`src/rtl/hazard_pkg.sv`:
```
// Shared types and constants for the MIPS pipeline hazard controller.
// Latency: n/a (types only).
// Backpressure: n/a (types only).
package hazard_pkg;

    typedef enum logic [1:0] {
        ST_RUN     = 2'd0,
        ST_MD_WAIT = 2'd1,
        ST_MD_DONE = 2'd2
    } state_t;

    localparam logic [31:0] NOP_INSTR    = 32'h0000_0000;
    localparam logic        BUBBLE_CTRL  = 1'b0;

    typedef struct packed {
        logic pc_write;
        logic if_id_write;
        logic id_ex_write;
        logic if_flush;
        logic id_flush;
        logic ex_bubble;
        logic md_busy;
    } ctrl_t;

    localparam ctrl_t CTRL_NORMAL = '{pc_write: 1'b1, if_id_write: 1'b1, id_ex_write: 1'b1,
                                      if_flush: 1'b0, id_flush: 1'b0, ex_bubble: 1'b0,
                                      md_busy: 1'b0};

endpackage

```
`src/rtl/sat_counter.sv`:
```
// Event counter that sticks at its maximum value instead of wrapping.
// Latency: count reflects an inc one clock edge later.
// Backpressure: none; inc is sampled every cycle.
module sat_counter #(
    parameter int CNT_W = 16
) (
    input  logic             clk_i,
    input  logic             rst_n,
    input  logic             inc,
    output logic [CNT_W-1:0] count
);

    logic [CNT_W-1:0] count_q, count_d;

    always_comb begin
        count_d = count_q;
        if (inc && (count_q != {CNT_W{1'b1}})) begin
            count_d = count_q + 1'b1;
        end
    end

    always_ff @(posedge clk_i or negedge rst_n) begin
        if (!rst_n) begin
            count_q <= '0;
        end else begin
            count_q <= count_d;
        end
    end

    assign count = count_q;

endmodule

```
`src/rtl/hazard_controller.sv`:
```
// Load-use stall, taken-branch flush and mul/div freeze sequencing for the 5-stage pipeline.
// Latency: 0-cycle combinational controls; only FSM state and statistics are registered.
// Backpressure: the front end is held by deasserting PC_Write/IF_ID_Write/ID_EX_Write.
module hazard_controller
    import hazard_pkg::*;
#(
    parameter int MD_LATENCY = 4,
    parameter int CNT_W      = 16
) (
    input  logic             clk_i,
    input  logic             rst_n,
    input  logic [4:0]       IF_ID_Rs_addr,
    input  logic [4:0]       IF_ID_Rt_addr,
    input  logic             ID_uses_Rt,
    input  logic [4:0]       ID_EX_Rt_addr,
    input  logic             ID_EX_MemRead,
    input  logic             Branch_taken,
    input  logic             MD_start,
    output logic             PC_Write,
    output logic             IF_ID_Write,
    output logic             ID_EX_Write,
    output logic             IF_Flush,
    output logic             ID_Flush,
    output logic             EX_Bubble,
    output logic             MD_busy,
    output logic [CNT_W-1:0] stall_cnt,
    output logic [CNT_W-1:0] flush_cnt
);

    localparam int MD_CNT_W = $clog2(MD_LATENCY);

    state_t              state_q, state_d;
    logic [MD_CNT_W-1:0] md_cnt_q, md_cnt_d;
    logic                freeze;
    logic                load_use;
    ctrl_t               ctrl;

    always_ff @(posedge clk_i or negedge rst_n) begin
        if (!rst_n) begin
            state_q  <= ST_RUN;
            md_cnt_q <= '0;
        end else begin
            state_q  <= state_d;
            md_cnt_q <= md_cnt_d;
        end
    end

    // md_cnt counts the remaining WAIT cycles; DONE is the mul/div's final EX cycle.
    always_comb begin
        state_d  = state_q;
        md_cnt_d = md_cnt_q;
        case (state_q)
            ST_RUN: begin
                if (MD_start) begin
                    md_cnt_d = MD_CNT_W'(MD_LATENCY - 2);
                    state_d  = (MD_LATENCY == 2) ? ST_MD_DONE : ST_MD_WAIT;
                end
            end
            ST_MD_WAIT: begin
                md_cnt_d = md_cnt_q - 1'b1;
                if (md_cnt_q == MD_CNT_W'(1)) begin
                    state_d = ST_MD_DONE;
                end
            end
            ST_MD_DONE: state_d = ST_RUN;
            default:    state_d = ST_RUN;
        endcase
    end

    always_comb begin
        freeze = 1'b0;
        case (state_q)
            ST_RUN:     freeze = MD_start;
            ST_MD_WAIT: freeze = 1'b1;
            default:    freeze = 1'b0;
        endcase
    end

    assign load_use = ID_EX_MemRead && (ID_EX_Rt_addr != 5'd0) &&
                      ((ID_EX_Rt_addr == IF_ID_Rs_addr) ||
                       (ID_uses_Rt && (ID_EX_Rt_addr == IF_ID_Rt_addr)));

    always_comb begin
        ctrl = CTRL_NORMAL;
        if (!rst_n) begin
            ctrl = CTRL_NORMAL;
        end else if (freeze) begin
            ctrl.pc_write    = 1'b0;
            ctrl.if_id_write = 1'b0;
            ctrl.id_ex_write = 1'b0;
            ctrl.ex_bubble   = 1'b1;
            ctrl.md_busy     = 1'b1;
        end else if (Branch_taken) begin
            // A load-use stall on the same cycle is moot: its ID instruction is wrong-path.
            ctrl.if_flush = 1'b1;
            ctrl.id_flush = 1'b1;
        end else if (load_use) begin
            ctrl.pc_write    = 1'b0;
            ctrl.if_id_write = 1'b0;
            ctrl.id_flush    = 1'b1;
        end
    end

    assign PC_Write    = ctrl.pc_write;
    assign IF_ID_Write = ctrl.if_id_write;
    assign ID_EX_Write = ctrl.id_ex_write;
    assign IF_Flush    = ctrl.if_flush;
    assign ID_Flush    = ctrl.id_flush;
    assign EX_Bubble   = ctrl.ex_bubble;
    assign MD_busy     = ctrl.md_busy;

    sat_counter #(.CNT_W(CNT_W)) u_stall_cnt (
        .clk_i (clk_i),
        .rst_n (rst_n),
        .inc   (~ctrl.pc_write),
        .count (stall_cnt)
    );

    sat_counter #(.CNT_W(CNT_W)) u_flush_cnt (
        .clk_i (clk_i),
        .rst_n (rst_n),
        .inc   (Branch_taken && !freeze),
        .count (flush_cnt)
    );

    // The EX mul/div cannot be a taken branch, so both together means upstream decode is broken.
    a_no_branch_in_freeze: assert property (@(posedge clk_i) disable iff (!rst_n)
                                            !(freeze && Branch_taken));

endmodule
```
`config.mk`:
```
export PLATFORM = sky130hd
export DESIGN_NAME = hazard_controller
export DESIGN_NICKNAME = d
export VERILOG_FILES = /design/src/rtl/hazard_pkg.sv /design/src/rtl/sat_counter.sv /design/src/rtl/hazard_controller.sv
export SDC_FILE = /design/constraint.sdc
export NUM_CORES = 1
export LEC_CHECK = 0
export ABC_CLOCK_PERIOD_IN_PS = 2400
export CORE_ASPECT_RATIO = 0.75
export CORE_UTILIZATION = 47
export CTS_CLUSTER_DIAMETER = 200
export DETAILED_ROUTE_END_ITERATION = 6
export GPL_ROUTABILITY_DRIVEN = 0
export HOLD_SLACK_MARGIN = 0.08
export PLACE_DENSITY = 0.8
export SYNTH_ARGS = -nofsm -noshare
export SYNTH_HDL_FRONTEND = slang
export SYNTH_SLANG_ARGS = --single-unit
```
`constraint.sdc`:
```
create_clock -name clk_i -period 2.4 [get_ports clk_i]
set_clock_uncertainty 0.1 [all_clocks]
set_input_delay 0.72 -clock clk_i [delete_from_list [all_inputs] [get_ports clk_i]]
set_output_delay 0.72 -clock clk_i [all_outputs]
set_load 0.02 [all_outputs]
```
**After elaboration in Yosys (flattened, before gate mapping)**

Index checks and enable logic that the tools add are counted.

- Reduce and logical (&&, ||, !) cells: 13
- Add/subtract/negate cells: 3
- Equal/unequal tests: 8
- Bitwise gates (word level): 1
- Shift-type cells: 0
- Div/mod/pow operators: 0
- Multiplexer cells: 16
- Order comparisons: 0
- Multipliers: 0

Operator list:

| operator | number |
|---|---|
| adder 16 x 1 -> 16 bit, second input constant | 2 |
| != test 16 bit, second input constant | 2 |
| 2-to-1 mux 2 bit | 8 |
| equality test 5 bit | 2 |
| case mux 2 bit (2 select lines) | 2 |
| 2-to-1 mux 7 bit | 1 |
| logical AND 1 bit | 6 |
| nonzero test 5 bit | 1 |
| equality test 2 x 1 -> 1 bit, second input constant | 2 |
| 2-to-1 mux 1 bit | 4 |
| != test 2 bit, second input constant | 2 |
| AND reduction 2 bit | 2 |
| zero test 2 bit | 1 |
| case mux 1 bit (2 select lines) | 1 |
| nonzero test 2 bit | 1 |
| subtractor 2 x 1 -> 2 bit, second input constant | 1 |
| zero test 1 bit | 1 |
| logical OR 1 bit | 1 |
| inverter 1 bit | 1 |

- Word-level logic and storage cells: 45
- Memories: 0
- RAM bits: 0
- Bits in registers: 36
- Output and inout bits: 39
- Bits in latches: 0
- ROM bits: 0
- Input port bits: 21

**Depth between registers and ports, before layout**

Gate-level depths: netlist of the first run.

- Word-level depth: 10
- Depth in mapped cells: 7
- Depth with buffers taken out: 7

**By module**

Synthesis of the first run repeated with hierarchy kept, for this count alone.

- Cells, all modules: 189
- Area, all modules: 2,094.5 µm²

By module, submodules not included:

| module | cells each | sequential area each (µm²) | times used | area each (µm²) |
|---|---|---|---|---|
| sat_counter | 72 | 400.4 | 2 | 859.6 |
| hazard_controller | 45 | 100.1 | 1 | 375.4 |

**Worst setup path before layout of the first run**

OpenSTA, ideal clock, no wires.

- Path kind: input port to output port
- From: input port ID_EX_Rt_addr[0]
- To: output port PC_Write
- Path buffers: 1
- Arrival time: 1.878 ns
- Data required time: 1.580 ns
- Slack: -0.298 ns
- Stages on the path: 5
- Path through: nor3_1 nand2_1 and3b_1 a31oi_1 buf_4

- Longest elaborated chain between the ends: 8
- Elaborated cells on any way between the ends: 11
- Those cells by class: eq/ne: 2; mux: 4; reduce/logical: 5

RTL lines:

| item | RTL line | source |
|---|---|---|
| from (decl) | hazard_controller.sv:15 | `input logic [4:0] ID_EX_Rt_addr,` |
| equality test 5 bit | hazard_controller.sv:81 | `(ID_uses_Rt && (ID_EX_Rt_addr == IF_ID_Rt_addr)));` |
| logical AND 1 bit | hazard_controller.sv:81 |  |
| logical OR 1 bit | hazard_controller.sv:80 | `((ID_EX_Rt_addr == IF_ID_Rs_addr) \|\|` |
| logical AND 1 bit (*) | hazard_controller.sv:79 | `assign load_use = ID_EX_MemRead && (ID_EX_Rt_addr != 5'd0) &&` |
| 2-to-1 mux 2 bit (*) | hazard_controller.sv:97 | `end else if (load_use) begin` |
| 2-to-1 mux 2 bit (*) | hazard_controller.sv:93 | `end else if (Branch_taken) begin` |
| 2-to-1 mux 2 bit (*) | hazard_controller.sv:87 | `end else if (freeze) begin` |
| 2-to-1 mux 7 bit (*) | hazard_controller.sv:85 | `if (!rst_n) begin` |
| to (decl) | hazard_controller.sv:19 | `output logic PC_Write,` |

Mark *: on every way between the ends. The rest lies on a longest branch, timed or not.

**Final worst setup path of the first run**

- From: input port ID_EX_Rt_addr[2]
- To: output port IF_ID_Write

- Longest elaborated chain between the ends: 8
- Elaborated cells on any way between the ends: 11
- Those cells by class: eq/ne: 2; mux: 4; reduce/logical: 5

RTL lines:

| item | RTL line | source |
|---|---|---|
| equality test 5 bit | hazard_controller.sv:81 |  |
| logical AND 1 bit | hazard_controller.sv:81 |  |
| logical OR 1 bit | hazard_controller.sv:80 |  |
| logical AND 1 bit (*) | hazard_controller.sv:79 |  |
| 2-to-1 mux 2 bit (*) | hazard_controller.sv:97 |  |
| 2-to-1 mux 2 bit (*) | hazard_controller.sv:93 |  |
| 2-to-1 mux 2 bit (*) | hazard_controller.sv:87 |  |
| 2-to-1 mux 7 bit (*) | hazard_controller.sv:85 |  |
| to (decl) | hazard_controller.sv:20 | `output logic IF_ID_Write,` |

Marks and branches as above.

==> flow_metrics.py, run 1 <==
metrics = {
    "synth": {
        "synthCells": 184,
        "yosys.cell_types.count": 37,
        "ys_ff_latch": 36,
        "synth_area_per_cell_sq_um": 10.6,
        "ys_seq_area_share_pct": 46.1,
        "synth_area_sq_um": 1950,
        "synth_warnings": 0,
        "syn-num-nets": 208,
    },
    "floorplan": {
        "die_w_um": 76.4,
        "initial_utilization_pct": 51.3,
        "ioPinCount": 60,
        "die_h_um": 57.8,
        "die-area_sq_um": 4420,
        "rows": 19,
        "coreArea_sq_um": 3800,
    },
    "power_and_ir_drop": {
        "p_per_area_nw_per_um2": 845,
        "ir_drop_mv": 0.725,
        "finalPower_uw": 2480,
        "power.leakage_uw": 0.00135,
    },
    "finish": {
        "regArea_sq_um": 901,
        "antenna_cells": 0,
        "fin_nets": 290,
        "drive_gt1_share_pct": 31.1,
        "layout_commonest_cell": "dfrtp_1",
        "area_growth_pct": 50.2,
        "multi_input_area_sq_um": 1090,
        "nFillCells": 251,
        "final_util_pct": 77.1,
        "final_cell_mix": "dfrtp_1 (36), clkdlybuf4s50_1 (32), buf_4 (19)",
    },
    "worst_setup_path": {
        "crit_arrival_ps": 1690,
        "startpoint": "ID_EX_Rt_addr[2]",
        "start_kind": "primary input",
        "cp.required_ps": 1580,
        "cp_max_fo": 3,
        "reg2reg_from": "u_stall_cnt.count[0]",
        "critPathKind": "in2out",
        "critPathCaptureType": "output port",
    },
    "clocking": {
        "ctsHtreeMaxLevel": 2,
        "cts_tree": "done",
        "clock_path_buffers": 2,
        "ctsHoldBuffers": 0,
        "cts.sinks": 36,
        "clk_pin_slew_worst_paths_ps": 70,
        "root_buffer": "clkbuf_8",
        "clk_latency_ps": 290,
        "cts_made_buffers": 5,
    },
    "sta": {
        "tightestPinTransition_ps": 426,
        "setup_violations": 3,
        "hold_violations": 0,
        "rsz0062_at_grt": "true",
        "fin_ws_ps": -115,
        "clock.fmax_ghz": 0.398,
        "drv_slew": 0,
        "final.min_clock_period_ps": 2510,
        "post-route-period-util_pct": 105,
        "slew-limit-headroom_pct": 71.6,
    },
    "placement": {
        "numPortBuffers": 59,
        "hpwlAfterDp_um": 3340,
    },
    "grt": {
        "grt_usage_pct": 23.6,
        "grt_max_degree": 25,
        "grt-ovfl-total": 0,
        "antenna_found_initial": 0,
        "grt_pass1_vias": 1673,
        "grt_pass1_wl_um": 8060,
    },
    "route": {
        "drc": 0,
        "routedWlPerCell_um": 15.2,
        "totalWireLength_um": 4850,
        "vias": 1696,
        "drtIter0Drc": 105,
        "dr.pass1.iters": 4,
        "vias_per_cell": 5.32,
        "drtAntennaViolNets": 0,
    },
    "status": {
        "violations": "negative setup slack",
        "status": "finished with violations",
    },
    "job": {
        "drv_cap": 0,
    },
    "hold_path": {
        "worstHoldPathType": "in2async",
    },
}
[metrics by stage]
stage	TNS, ps	worst slack, ps	area, sq um	hold WS (ps)	std cells
2_1_floorplan	-19.8	-19.8	1970	324	184
3_5_place_dp	-12780	-992	2700	385	307
3_3_place_gp	-11450	-944	2700	380	307
5_1_grt	-431	-155	2930	352	319
6_report	-316	-115	2930	342	319
4_1_cts	-199	-85.1	2900	344	318
[flip-flops by register name, indices dropped and copies added (netlist names)]
name / count
u_stall_cnt.count: 16
md_cnt_q: 2
state_q: 2
u_flush_cnt.count: 16
[cell families (layout without fill, tap and decap cells)]
kind of cell,after synthesis,count (layout),share of synthesized area [%]
and+or+nand+nor,82,82,24.2
xor gates and xnor gates,37,37,16.6
DFF,36,36,46.1
AOI/OAI and AO/OA,11,11,5.06
buffers and inverters,10,93,3.07
muxes,5,5,3.07
adders and majority gates,3,3,1.92
[synthesized netlist by cell type]
cell	instances	area share [%]
buf_4	2	0.77
o22ai_2	1	0.64
nand2b_1	2	0.64
o21ai_0	1	0.26
nand4_2	1	0.64
nand3_1	17	4.4
nor2_1	12	2.3
xor2_1	17	7.6
nor3b_1	2	0.77
mux2_2	4	2.3
mux2_4	1	0.77
and3_1	5	1.6
a31oi_4	1	1.1
buf_6	2	1.2
inv_1	6	1.2
dfrtp_1	36	46
nand2_2	1	0.32
nor4_1	1	0.32
o21ai_4	1	0.83
ha_1	3	1.9
nor4b_1	1	0.45
nand4_1	7	2.2
and3b_1	1	0.45
nor4_2	4	2.6
or2_4	1	0.45
a31oi_1	2	0.64
xnor2_1	20	9.0
and2_1	1	0.32
and4_1	2	0.90
and3_4	1	0.58
nor3_2	1	0.51
a21oi_2	1	0.45
nor2b_1	1	0.32
nor3_1	6	1.5
nand2_1	15	2.9
a21oi_1	3	0.77
o21bai_1	1	0.38
[worst max-delay path: stages]
cell and delay (ps):
buf_8 110, nor3_4 190, nand2_2 80, and3b_2 240, a31oi_4 200, buf_6 150
[power breakdown]
| group | leakage [uW] | internal, uW | switching [uW] |
|---|---|---|---|
| clock | 0.0000645 | 367 | 223 |
| combinational | 0.000812 | 499 | 505 |
| sequential | 0.000473 | 733 | 151 |
[per-layer routing]
layer  vias up  part of all wire [%]  GRT usage [%]
met5         -                     0              0
met4         0                   2.1           9.34
met3        10                   4.7           5.04
met2        55                    48           36.9
met1       829                    45           32.7
li1        802                     -              -
[cell type report]
class | instances | share of cell area [%]
flip-flops and latches | 36 | 30.7
repair buffers | 79 | 24.7
multi-input cells | 138 | 37.3
clock inverters | 1 | 1.02
clock buffers | 7 | 3.28
inverters | 6 | 0.768
well taps | 52 | 2.22
[final timing paths]
check,endpoint,slack (ps),cells after the start
max in group asynchronous,u_stall_cnt.count[5],1620,2
min in group clk_i,u_stall_cnt.count[5],390,1
hold / removal,u_stall_cnt.count[14],340,2
hold reg to reg,u_stall_cnt.count[5],390,1
setup reg to reg,u_stall_cnt.count[7],350,7
setup / recovery,IF_ID_Write,-110,6
[repair_timing]
| action | in CTS | in global routing |
|---|---|---|
| resized for setup | 126 | 7 |
| endpoints found under the setup margin | 18 | 5 |
| setup buffers | 3 | 1 |
| hold endpoints to repair | 0 | 0 |
| pin swaps | 25 | 6 |
(Power assumes the default switching activity.)
==> run 2: changes to the inputs <==
CTS_CLUSTER_SIZE = 16   (was unset)
MAX_ROUTING_LAYER = met4   (was unset)
==> run 2 against run 1 <==
Effect of this change: the flow still finishes with violations (negative setup slack); critical path depth is the same; setup slack worse by 0.94 ps; combinational power barely moved; final area stayed put; die area is the same; global-route usage increased by 0.77 points; first-iteration DRC count fell by 6.7%; sequential power about the same; fmax is essentially flat; count of clock-buffer cells in the layout did not move.
==> flow_metrics.py, run 2 (same netlist as run 1, synthesis figures left out) <==
metrics = {
    "power_and_ir_drop": {
        "p_per_area_nw_per_um2": 844,
        "pwr-share-comb_pct": 40.5,
        "power_frac_seq_pct": 35.7,
        "power.leakage_uw": 0.00135,
        "power.switching_uw": 877,
        "ir_drop_mv": 0.724,
        "clock_power_share_pct": 23.8,
        "switching_share_pct": 35.4,
        "power.internal_uw": 1600,
    },
    "clocking": {
        "cts_tree": "done",
        "clock_path_buffers": 2,
        "ctsHtreeMaxLevel": 2,
        "clk_pin_slew_worst_paths_ps": 70,
        "ctsHoldBuffers": 0,
        "cts.sinks": 36,
        "cts_made_buffers": 5,
        "clk_latency_ps": 290,
        "root_buffer": "clkbuf_8",
    },
    "floorplan": {
        "die-area_sq_um": 4420,
        "coreArea_sq_um": 3800,
        "rows": 19,
        "ioPinCount": 60,
        "initial_utilization_pct": 51.3,
        "die_w_um": 76.4,
        "die_h_um": 57.8,
    },
    "sta": {
        "setup_violations": 3,
        "drv_slew": 0,
        "hold_violations": 0,
        "whs_ps": 341,
        "fin_ws_ps": -116,
        "tightestPinTransition_ps": 427,
        "final.min_clock_period_ps": 2520,
        "slew-limit-headroom_pct": 71.5,
        "post-route-period-util_pct": 105,
        "rsz0062_at_grt": "true",
        "clock.fmax_ghz": 0.397,
    },
    "finish": {
        "area_growth_pct": 50.2,
        "final_util_pct": 77.1,
        "finalNonFillerCells": 319,
        "layout_commonest_cell": "dfrtp_1",
        "drive_gt1_share_pct": 31.1,
        "fin_nets": 290,
        "final_cell_mix": "dfrtp_1 (36), clkdlybuf4s50_1 (32), buf_4 (19)",
        "antenna_cells": 0,
    },
    "placement": {
        "hpwlAfterDp_um": 3340,
        "place_inst": 307,
        "numPortBuffers": 59,
    },
    "worst_setup_path": {
        "cp.required_ps": 1580,
        "crit_arrival_ps": 1700,
        "critical_path.top_delay_family": "simple AND/OR/NAND/NOR gates",
        "start_kind": "primary input",
        "critPathCaptureType": "output port",
        "path_buf_inv": 2,
        "critPathKind": "in2out",
        "critPathMaxStageDelay_ps": 240,
        "cp_max_fo": 3,
        "worstPathCellList": "buf_8, nor3_4, nand2_2, and3b_2, a31oi_4, buf_6",
        "cp_slowest_cell": "and3b_2",
    },
    "status": {
        "status": "finished with violations",
        "violations": "negative setup slack",
    },
    "grt": {
        "grt-ovfl-total": 0,
        "antenna_found_initial": 0,
        "grt_usage_pct": 24.4,
        "grt_pass1_vias": 1669,
        "grt_max_degree": 25,
        "grt_pass1_wl_um": 8060,
    },
    "route": {
        "drtIter0Drc": 98,
        "drc": 0,
        "vias": 1685,
        "vias_per_cell": 5.28,
        "dr.pass1.iters": 4,
        "drtAntennaViolNets": 0,
        "routedWlPerCell_um": 15.2,
        "totalWireLength_um": 4840,
    },
    "hold_path": {
        "worstHoldPathType": "in2async",
    },
    "job": {
        "drv_cap": 0,
    },
}
-- run 2: power by group through the flow --
stage,logic (uW),registers (uW),clock network [uW]
after floorplan,422,973,0
after global placement,942,875,0
after detailed placement,961,886,0
after CTS,990,878,593
after global routing,1080,898,634
final,1000,883,590
-- run 2: path summary, 6_finish.rpt --
check / startpoint / end / slack (ps) / cells past startpoint
setup / recovery: ID_EX_Rt_addr[2] / IF_ID_Write / -120 / 6
hold / removal: rst_n / u_stall_cnt.count[14] / 340 / 2
setup reg to reg: u_stall_cnt.count[0] / u_stall_cnt.count[7] / 350 / 7
hold reg to reg: u_stall_cnt.count[5] / u_stall_cnt.count[5] / 390 / 1
max in group asynchronous: rst_n / u_stall_cnt.count[5] / 1620 / 2
min in group clk_i: u_stall_cnt.count[5] / u_stall_cnt.count[5] / 390 / 1
-- run 2: worst reg2reg max path, cell delays in order, from the launching register on --
cell and delay [ps]:
dfrtp_1 410, ha_1 260, nand4_2 160, or2_4 300
o21ai_4 270, buf_4 200, nor3_1 60, xor2_1 160
-- run 2: metrics by stage --
step           setup WS, ps  instance area (sq um)  setup TNS [ps]  power, uW
2_1_floorplan         -19.8                   1970           -19.8       1400
3_3_place_gp           -944                   2700          -11450       1820
3_5_place_dp           -992                   2700          -12780       1850
4_1_cts               -85.1                   2900            -199       2460
5_1_grt                -155                   2930            -431       2620
6_report               -116                   2930            -318       2480
-- run 2: area by class of cell --
class                      instances  area, sq um
clock buffer                       7         96.3
inverter                           6         22.5
multi-input combinational        138         1090
clock inverter                     1         30.0
fill                             251          871
timing repair buffer              79          723
tap                               52         65.1
sequential                        36          901
-- run 2: repair_timing --
action,in CTS,in global routing
gates cloned,0,0
pin swaps,25,6
setup endpoints to repair,18,5
resized for setup,126,7
setup buffers,3,1
-- run 2: metal layers --
metal / up-vias / GRT usage, % / wire length (um)
met5: - / - / 0
met4: 0 / 9.34 / 89
met3: 8 / 4.72 / 191
met2: 50 / 36.9 / 2330
met1: 824 / 32.9 / 2230
li1: 803 / - / -
==> run 3: changes to the inputs <==
CORE_UTILIZATION = 48   (was 47)
CTS_BUF_LIST = sky130_fd_sc_hd__clkbuf_4 sky130_fd_sc_hd__clkbuf_8   (was unset)
PLACE_DENSITY = 0.82   (was 0.8)
==> run 3 against run 2 <==
Effect of this change: clock power down 21%; die area down 2.0%; register-to-register slack better by 60 ps; the run still ends with negative setup slack left; critical path type unchanged; flip-flop and latch count unchanged; routed wire length up 0.12%; sequential power about the same; critical endpoint is now PC_Write.
==> flow_metrics.py, run 3 (same netlist as run 1, synthesis figures left out) <==
metrics = {
    "grt": {
        "grt_max_degree": 23,
        "grt-ovfl-total": 0,
        "grt_usage_pct": 24.6,
        "antenna_found_initial": 0,
        "grt_pass1_wl_um": 7610,
        "grt_pass1_vias": 1636,
    },
    "worst_setup_path": {
        "critPathMaxStageDelay_ps": 230,
        "path_buf_inv": 3,
        "cp.required_ps": 1580,
        "worstPathCellList": "buf_6, xnor2_2, nand3_1, o22ai_2, buf_4, a31oi_4, buf_6",
        "critPathKind": "in2out",
        "cp_max_fo": 3,
        "start_kind": "primary input",
        "crit_arrival_ps": 1730,
        "critical_path.top_delay_family": "buffers and inverters",
        "cp_slowest_cell": "a31oi_4",
        "critPathCaptureType": "output port",
        "crit_top_cell": "buf_6",
    },
    "sta": {
        "final.min_clock_period_ps": 2550,
        "tightestPinTransition_ps": 342,
        "hold_violations": 0,
        "post-route-period-util_pct": 106,
        "slew-limit-headroom_pct": 76.9,
        "rsz0062_at_grt": "true",
        "fin_ws_ps": -151,
        "setup_violations": 3,
        "clock.fmax_ghz": 0.392,
        "drv_slew": 0,
    },
    "clocking": {
        "clk_pin_slew_worst_paths_ps": 70,
        "cts.sinks": 36,
        "root_buffer": "clkbuf_8",
        "ctsHoldBuffers": 0,
        "cts_made_buffers": 5,
        "cts_tree": "done",
        "ctsHtreeMaxLevel": 2,
        "clk_latency_ps": 290,
        "clock_path_buffers": 2,
    },
    "status": {
        "status": "finished with violations",
        "violations": "negative setup slack",
    },
    "route": {
        "drtAntennaViolNets": 0,
        "dr.pass1.iters": 4,
        "met1Wirelength_um": 2200,
        "totalWireLength_um": 4840,
        "top_layer": "met4",
        "dr_wl_met3_um": 205,
        "drc": 0,
        "wl_met2_um": 2330,
        "vias_per_cell": 5.25,
        "vias": 1663,
        "drtIter0Drc": 41,
        "routedWlPerCell_um": 15.3,
    },
    "placement": {
        "place_inst": 308,
        "numPortBuffers": 59,
        "hpwlAfterDp_um": 3220,
        "place_ws_ps": -979,
    },
    "power_and_ir_drop": {
        "p_per_area_nw_per_um2": 808,
        "power.leakage_uw": 0.00133,
        "ir_drop_mv": 0.632,
    },
    "floorplan": {
        "die-area_sq_um": 4330,
        "coreArea_sq_um": 3780,
        "die_h_um": 57.2,
        "ioPinCount": 60,
        "rows": 19,
        "initial_utilization_pct": 51.7,
        "die_w_um": 75.7,
    },
    "finish": {
        "drive_gt1_share_pct": 30.6,
        "layout_commonest_cell": "dfrtp_1",
        "final_cell_mix": "dfrtp_1 (36), clkdlybuf4s50_1 (32), nand3_1 (17), xor2_1 (17), buf_4 (17)",
        "antenna_cells": 0,
        "area_growth_pct": 50.2,
        "finalNonFillerCells": 317,
        "fin_nets": 289,
    },
    "job": {
        "drv_cap": 0,
    },
    "hold_path": {
        "worstHoldPathType": "in2async",
    },
}
==> run 3: cell types whose count changed in the layout (fill, tap and decap cells not counted), sizes merged <==
cell,change
bufinv,-1
buf,-4
clkdlybuf4s15,+2
clkbuf,+2
dlygate4sd2,-1
==> run 3: report_power, final <==
| group | internal, uW | switching (uW) | total, uW |
|---|---|---|---|
| combinational | 513 | 507 | 1020 |
| clock | 255 | 210 | 465 |
| sequential | 733 | 151 | 884 |
| total | 1500 | 867 | 2370 |
==> run 3: routing by layer <==
metal	global-route usage, %	up-vias
li1	-	799
met1	31.5	801
met2	38.0	48
met3	5.48	15
met4	9.26	0
met5	-	-
==> run 3: area by class of cell <==
| type | count | area [sq um] |
|---|---|---|
| Fill cell | 243 | 847 |
| Tap cell | 52 | 65.1 |
| Inverter | 6 | 22.5 |
| Clock buffer | 7 | 96.3 |
| Timing Repair Buffer | 78 | 744 |
| Sequential cell | 36 | 901 |
| Multi-Input combinational cell | 138 | 1100 |
==> run 3: repair_timing <==
item                                    in CTS  in global routing
buffers inserted                             1                  1
gates resized for setup                    115                 13
endpoints found under the setup margin      22                  7
pin swaps                                   22                  4
==> run 3: worst paths after layout <==
check	slack [ps]	depth (start not counted)	endpoint	from
setup / recovery	-150	7	PC_Write	ID_EX_Rt_addr[0]
hold / removal	340	2	u_stall_cnt.count[12]	rst_n
setup reg to reg	410	7	u_stall_cnt.count[5]	u_stall_cnt.count[3]
hold reg to reg	390	1	u_stall_cnt.count[10]	u_stall_cnt.count[10]
max in group asynchronous	1590	3	u_flush_cnt.count[1]	rst_n
min in group clk_i	390	1	u_stall_cnt.count[10]	u_stall_cnt.count[10]
==> run 3: metrics by stage <==
step                utilization [%]  total power, uW  hold slack, ps  TNS (ps)  cell area (sq um)
global placement               72.1             1820             371    -13780               2720
global route                   77.6             2510             379      -482               2930
detailed placement             72.1             1850             390    -13810               2720
floorplan                         -             1400             324     -19.8               1970
CTS                            75.8             2340             336      -163               2870
finish                         77.6             2370             339      -386               2930
==> run 3: worst register-to-register path: stages (launching register included) <==
cell and delay, ps:
dfrtp_1 420, and3_4 230, nand4_2 140, or2_4 310
o21ai_4 240, buf_4 210, nor3_1 70, xor2_1 140
